[config.mk]
export PLATFORM = sky130hd
export DESIGN_NAME = dds_sweep_ctrl
export DESIGN_NICKNAME = d
export VERILOG_FILES = /design/src/rtl/dds_sweep_ctrl.sv
export SDC_FILE = /design/constraint.sdc
export NUM_CORES = 1
export LEC_CHECK = 0
export BUFFER_PORTS_ARGS = -buffer_cell sky130_fd_sc_hd__buf_2
export CORE_MARGIN = 2
export CORE_UTILIZATION = 30
export CTS_BUF_LIST = sky130_fd_sc_hd__clkbuf_8
export CTS_CLUSTER_DIAMETER = 150
export DETAILED_ROUTE_END_ITERATION = 10
export PLACE_DENSITY_LB_ADDON = 0.2
export SLEW_MARGIN = 20
export SYNTH_ARGS = -nofsm -noshare
export SYNTH_HDL_FRONTEND = slang
export SYNTH_SLANG_ARGS = --single-unit
[constraint.sdc]
create_clock -name clk_i -period 7.9 [get_ports clk_i]
set_input_delay 0.79 -clock clk_i [delete_from_list [all_inputs] [get_ports clk_i]]
set_output_delay 0.79 -clock clk_i [all_outputs]
set_load 0.01 [all_outputs]
[src/rtl/dds_sweep_ctrl.sv]
// Linear frequency-sweep sequencer driving a phase-accumulator DDS (increment + enable).
// Optional triangle (up then down) sweep when DDS_SWEEP_BIDIR_EN is defined.
module dds_sweep_ctrl #(
  parameter int PHASE_WIDTH = 8,
  parameter int DWELL_WIDTH = 8
) (
  input  logic                   clk_i,
  input  logic                   rstn_i,
  input  logic                   start_i,
  input  logic                   stop_i,
  input  logic [PHASE_WIDTH-1:0] cfg_start_inc_i,
  input  logic [PHASE_WIDTH-1:0] cfg_stop_inc_i,
  input  logic [PHASE_WIDTH-1:0] cfg_step_i,
  input  logic [DWELL_WIDTH-1:0] cfg_dwell_i,
  input  logic                   cfg_cont_i,
  output logic                   en_o,
  output logic [PHASE_WIDTH-1:0] phase_inc_o,
  output logic                   step_o,
  output logic                   busy_o,
  output logic                   done_o
);

  typedef enum logic {ST_IDLE = 1'b0, ST_RUN = 1'b1} state_t;

  state_t                 r_state;
  state_t                 w_state_nxt;
  logic [PHASE_WIDTH-1:0] r_phase;
  logic [DWELL_WIDTH-1:0] r_cnt;
  logic                   r_step_pls;
  logic                   r_done;
  logic [PHASE_WIDTH-1:0] r_cfg_start;
  logic [PHASE_WIDTH-1:0] r_cfg_stop;
  logic [PHASE_WIDTH-1:0] r_cfg_step;
  logic [DWELL_WIDTH-1:0] r_cfg_dwell;
  logic                   r_cfg_cont;

  logic [PHASE_WIDTH-1:0] w_phase_nxt;
  logic [DWELL_WIDTH-1:0] w_cnt_nxt;
  logic                   w_step_nxt;
  logic                   w_done_nxt;
  logic                   w_cap;
  logic                   w_last;
  logic                   w_step_nz;
  logic [PHASE_WIDTH:0]   w_up_sum;
  logic                   w_up_ok;
  logic                   w_adv;
  logic [PHASE_WIDTH-1:0] w_adv_val;
  logic                   w_complete;

  assign w_last    = (r_cnt == r_cfg_dwell);
  assign w_step_nz = (r_cfg_step != {PHASE_WIDTH{1'b0}});
  // Extra MSB keeps the sum from wrapping, so overshoot past the top of range ends the sweep.
  assign w_up_sum  = {1'b0, r_phase} + {1'b0, r_cfg_step};
  assign w_up_ok   = w_step_nz && (w_up_sum <= {1'b0, r_cfg_stop});

`ifdef DDS_SWEEP_BIDIR_EN
  logic                 r_down;
  logic                 w_down_nxt;
  logic [PHASE_WIDTH:0] w_dn_diff;
  logic                 w_dn_ok;
  logic                 w_go_down;

  assign w_dn_diff = {1'b0, r_phase} - {1'b0, r_cfg_step};
  assign w_dn_ok   = w_step_nz && ($signed(w_dn_diff) >= $signed({1'b0, r_cfg_start}));
  assign w_go_down = r_down || !w_up_ok;
  assign w_adv     = r_down ? w_dn_ok : (w_up_ok || w_dn_ok);
  assign w_adv_val = w_go_down ? w_dn_diff[PHASE_WIDTH-1:0] : w_up_sum[PHASE_WIDTH-1:0];
`else
  assign w_adv     = w_up_ok;
  assign w_adv_val = w_up_sum[PHASE_WIDTH-1:0];
`endif

  assign w_complete = w_last && !w_adv;

  always_comb begin
    w_state_nxt = r_state;
    case (r_state)
      ST_IDLE: begin
        if (start_i && !stop_i) w_state_nxt = ST_RUN;
        else                    w_state_nxt = ST_IDLE;
      end
      ST_RUN: begin
        if (stop_i)                          w_state_nxt = ST_IDLE;
        else if (w_complete && !r_cfg_cont)  w_state_nxt = ST_IDLE;
        else                                 w_state_nxt = ST_RUN;
      end
      default: w_state_nxt = ST_IDLE;
    endcase
  end

  always_comb begin
    w_phase_nxt = r_phase;
    w_cnt_nxt   = r_cnt;
    w_step_nxt  = 1'b0;
    w_done_nxt  = 1'b0;
    w_cap       = 1'b0;
`ifdef DDS_SWEEP_BIDIR_EN
    w_down_nxt  = r_down;
`endif
    case (r_state)
      ST_IDLE: begin
        if (start_i && !stop_i) begin
          w_cap       = 1'b1;
          w_phase_nxt = cfg_start_inc_i;
          w_cnt_nxt   = {DWELL_WIDTH{1'b0}};
          w_step_nxt  = 1'b1;
`ifdef DDS_SWEEP_BIDIR_EN
          w_down_nxt  = 1'b0;
`endif
        end else begin
          w_cnt_nxt = r_cnt;
        end
      end
      ST_RUN: begin
        if (stop_i) begin
          w_cnt_nxt = {DWELL_WIDTH{1'b0}};
        end else if (!w_last) begin
          w_cnt_nxt = r_cnt + {{(DWELL_WIDTH-1){1'b0}}, 1'b1};
        end else if (w_adv) begin
          w_phase_nxt = w_adv_val;
          w_cnt_nxt   = {DWELL_WIDTH{1'b0}};
          w_step_nxt  = 1'b1;
`ifdef DDS_SWEEP_BIDIR_EN
          w_down_nxt  = w_go_down;
`endif
        end else begin
          // Sweep complete: flag it, and in continuous mode restart from the captured start.
          w_done_nxt = 1'b1;
          w_cnt_nxt  = {DWELL_WIDTH{1'b0}};
`ifdef DDS_SWEEP_BIDIR_EN
          w_down_nxt = 1'b0;
`endif
          if (r_cfg_cont) begin
            w_phase_nxt = r_cfg_start;
            w_step_nxt  = 1'b1;
          end else begin
            w_phase_nxt = r_phase;
          end
        end
      end
      default: w_cnt_nxt = {DWELL_WIDTH{1'b0}};
    endcase
  end

  always_ff @(posedge clk_i) begin
    if (!rstn_i) begin
      r_state     <= ST_IDLE;
      r_phase     <= {PHASE_WIDTH{1'b0}};
      r_cnt       <= {DWELL_WIDTH{1'b0}};
      r_step_pls  <= 1'b0;
      r_done      <= 1'b0;
      r_cfg_start <= {PHASE_WIDTH{1'b0}};
      r_cfg_stop  <= {PHASE_WIDTH{1'b0}};
      r_cfg_step  <= {PHASE_WIDTH{1'b0}};
      r_cfg_dwell <= {DWELL_WIDTH{1'b0}};
      r_cfg_cont  <= 1'b0;
`ifdef DDS_SWEEP_BIDIR_EN
      r_down      <= 1'b0;
`endif
    end else begin
      r_state    <= w_state_nxt;
      r_phase    <= w_phase_nxt;
      r_cnt      <= w_cnt_nxt;
      r_step_pls <= w_step_nxt;
      r_done     <= w_done_nxt;
`ifdef DDS_SWEEP_BIDIR_EN
      r_down     <= w_down_nxt;
`endif
      if (w_cap) begin
        r_cfg_start <= cfg_start_inc_i;
        r_cfg_stop  <= cfg_stop_inc_i;
        r_cfg_step  <= cfg_step_i;
        r_cfg_dwell <= cfg_dwell_i;
        r_cfg_cont  <= cfg_cont_i;
      end
    end
  end

  assign en_o        = (r_state == ST_RUN);
  assign busy_o      = (r_state == ST_RUN);
  assign phase_inc_o = r_phase;
  assign step_o      = r_step_pls;
  assign done_o      = r_done;

endmodule

==> results.md <==
- The buffer levels on the longest clock path is 2.
- The clock share of power is 27.4%.
- In the routed design, unresolved DRC markers number 0.
- Dividing the detail-routed wire length by the instance count gives between 10 and 15 µm.
- Hold repair after CTS inserted 0 buffers.
- The most common cell in the netlist is nand2_1.
- The number of port buffers is 48.
- The flow ran to the end, and the final reports show no timing, DRC or antenna violations.
- The initialized floorplan defines 35 standard-cell rows.
- Ranked by total cell area, the synthesized netlist is headed by dfxtp_1 37%, nand2_1 11%, a21oi_1 7.7%.
- The setup TNS is 0 ps.
- For the worst-skew pair, the clock arrives at the later sink with an insertion delay of ~320 ps.
- The worst path needs roughly 3700 ps of the cycle, external delays included.
- The final weighted congestion of routability-driven global placement is 0.827.
- The nature of the critical path endpoint is a register.
- The total via count after detailed routing is between 2,000 and 3,000.
- The mapped netlist covers 2800 µm².
- The proportion of register bits with asynchronous set or reset after synthesis is 0%.
- In this run the vertical extent of the chip is 101 µm.
- The maximum level of the CTS H-tree is 2.
- The number of maximum-capacitance violations is 0.
- Among all flip-flop cells after synthesis, the most frequent one is dfxtp_1.
- The number of setup violations in the final report is 0.
- The die boundary width is just over 100 µm.
- The initial antenna violation count was 0.
- The setup path with the least slack is of type register to register.
- Between clock sinks in the finished design, the worst skew comes to between 10 and 15 ps.
- The cell at the root of the clock tree is clkbuf_8.
- The netlist uses just over 50 different library cells.
- In the final design database the tool counted between 400 and 500 nets.
- At the end of the flow the core is filled with cells to between 30% and 40%.
- The die footprint is 10,100 µm².
- 0 antenna diodes ended up in the layout.
- The clock tree from TritonCTS is built.
- The total area inside the core boundary comes to roughly 9000 µm².
- At the pin with the least slew margin, the transition time is between 600 and 700 ps.
- Per report_power, the sequential group accounts for between 40% and 50% of the total.
- Headroom to the max-slew limit came out at between 50% and 60%.
- The proportion of netlist area held by the largest area contributor is 37.2%.
- The number of setup buffers added after CTS is 0.
- For this run, the top clock speed supported by timing is roughly 0.27 GHz.
- The number of warnings reported in the yosys synthesis log is 0.
- In this run, the number of DRC markers left after iteration 0 of detailed routing was 164.
- The kind of start point of the critical path is a register.
- Entering global routing, the biggest net connects 35 pins.
- After clock tree synthesis, the clock-pin slew on the worst setup and hold paths is between 100 and 150 ps.
- The post-synthesis to final-layout area growth is 14.7%.
- The count of instances resized after the clock tree is built is 0.
- The ratio of cells with drive above 1 in the final layout is about 17%.
- The number of flops mapped to enable cells by yosys is 0.
- The residual overflow from global routing is 0.
- The via count of the first global-routing pass came to roughly 2,600.
- Once the floorplan was initialized, standard cells occupied a little under a third of the core.
- The power density over cell area is 189 nW/µm².
- The path category of the worst min-delay check is register to register.
- The final layout contains routed wiring with a total length of 7500 µm.
- Of the total power, the share spent switching nets is around a third.
- The post-route standard cell area excluding fillers is 3210 µm².
- The wire-length estimate of the detail-placed layout is 5580 µm.
- Setup repair after global routing left no endpoint under its margin.
- In this run, placement finished with an instance count of slightly below 500.
- STA puts the critical path data required time at a little over 8000 ps.
- The share of the yosys chip area belonging to registers is between 30 and 40%.
- The final count of pins violating max slew is 0.
- The synthesized design spends more area on one cell type than any other, namely dfxtp_1.
- The final critical path takes up a little under half of the cycle.
- The number of endpoints with negative hold slack in the final report is 0.
- The share of total power dissipated in combinational logic is between 20% and 30%.
- The total iterations of the first detailed-routing run is 4.
- In the routed layout, each cell is associated on average with a via count of a little over 5.
- VDD sags by at most around 63 µV.
- After technology mapping, the gate count stands at 350.
- For this run, the total global-route usage over all layers was measured as 15.8%.
- Each instance of the synthesized netlist takes up on average between 7 and 8 µm².
- Final hold analysis gives a worst-case slack of around 460 ps.
- Counting every net in the synthesized netlist gives between 400 and 500.
- 49 I/O pins were placed.
- The finished layout holds approximately 500 standard cells, fillers aside.
- The commonest cells after synthesis are 82 x nand2_1, 52 x dfxtp_1, 43 x a21oi_1.
- The static leakage power is approximately 1.4 nW.
- The global-route wire length before repair is roughly 13,000 µm.
- Of all nets on the critical path, the largest fanout is 9.
- The clock drives 52 sinks.
- Counting flops and latches in the post-synthesis netlist gives between 50 and 60.
- The number of buffers added by the clock tree synthesis step is 5.
- In this run the remaining antenna-violating nets after routing total 0.
- The instance area after placement is just over 3000 µm².
- The internal power contribution is about 400 µW.
- The switching power of the nets is approximately 210 µW.
- The arrival time of data at the critical path endpoint is 3910 ps.
[critical path, cell delays in order, from the launching register on]
cell     delay [ps]
dfxtp_1         350
ha_1            210
inv_1            70
fa_1            240
nor2b_4          50
o31a_1          290
o21a_1          180
o21ai_0         240
inv_1            70
ha_1            290
and3_1          170
or3b_1          370
o211a_1         260
o31a_1          330
a211o_1         270
a31o_1          200
[routing by layer]
layer | track usage, % | vias up | part of all wire, %
li1 | - | 1309 | -
met1 | 20.5 | 1205 | 47
met2 | 26.7 | 59 | 48
met3 | 3.33 | 8 | 4.3
met4 | 4.11 | 0 | 1.3
met5 | 0 | - | 0
[worst paths after layout]
path,startpoint,end,slack [ps],cells after the start
worst max-delay path,phase_inc_o[0]$_SDFFE_PN0P_,phase_inc_o[7]$_SDFFE_PN0P_,4220,15
worst min-delay path,r_cfg_stop[6]$_SDFFE_PN0P_,r_cfg_stop[6]$_SDFFE_PN0P_,460,2
worst max register to register,phase_inc_o[0]$_SDFFE_PN0P_,phase_inc_o[7]$_SDFFE_PN0P_,4220,15
worst min register to register,r_cfg_stop[6]$_SDFFE_PN0P_,r_cfg_stop[6]$_SDFFE_PN0P_,460,2
[cell type report]
class | count | area, µm²
tap | 111 | 139
sequential | 52 | 1040
clock buffer | 5 | 68.8
multi-input combinational | 259 | 1590
clock inverter | 3 | 25.0
timing repair buffer | 51 | 263
inverter | 21 | 78.8
fill | 1003 | 5950
[stage by stage]
| stage | power [mW] | setup slack (ps) |
|---|---|---|
| 2_1_floorplan | 0.405 | 4440 |
| 3_3_place_gp | 0.444 | 4330 |
| 3_5_place_dp | 0.446 | 4250 |
| 4_1_cts | 0.614 | 4250 |
| 5_1_grt | 0.645 | 4000 |
| 6_report | 0.605 | 4220 |
[state kept, by name, summed over array words and instances, names as in the netlist]
name	cells
r_cfg_step	8
busy_o	1
r_cfg_dwell	8
step_o	1
r_cfg_cont	1
done_o	1
r_cfg_start	8
r_cnt	8
phase_inc_o	8
r_cfg_stop	8
[cell usage in the layout (no fill, tap or decap), types with 2 or more instances in the layout]
cell,Yosys,layout
nand2_1,82,82
dfxtp_1,52,52
buf_2,1,48
a21oi_1,43,43
inv_1,20,20
ha_1,17,17
nor2_1,17,16
xor2_1,15,15
o31a_1,7,7
a211oi_1,5,5
clkbuf_8,0,5
nand2b_1,4,4
nand4_1,4,4
and3_1,4,4
nor4_1,4,4
o2111ai_1,4,4
o22ai_1,4,4
o21a_1,3,3
o31ai_1,3,3
o21ai_0,3,3
nand3_1,3,3
o221ai_1,3,3
xnor2_1,3,3
o211ai_1,3,3
a31oi_1,3,3
buf_4,1,3
a21o_1,2,2
a211o_1,2,2
inv_6,0,2
[power by group through the flow]
stage | Clock, mW | Combinational [mW] | Sequential, mW
2_1_floorplan | 0 | 0.113 | 0.291
3_3_place_gp | 0 | 0.150 | 0.295
3_5_place_dp | 0 | 0.151 | 0.295
4_1_cts | 0.173 | 0.152 | 0.289
5_1_grt | 0.183 | 0.172 | 0.291
6_report | 0.166 | 0.151 | 0.289
[cells by family (layout without fill, tap and decap cells)]
kind of cell / Yosys count / count (layout) / synth area share (%)
adder cells (fa/ha/maj): 18 / 18 / 8.32
XOR/XNOR: 18 / 18 / 5.64
AO/OA/AOI/OAI: 99 / 99 / 23.6
buffers and inverters: 39 / 80 / 5.95
AND/OR/NAND/NOR: 124 / 124 / 19.3
flip-flops: 52 / 52 / 37.2
(Power assumes the default switching activity.)
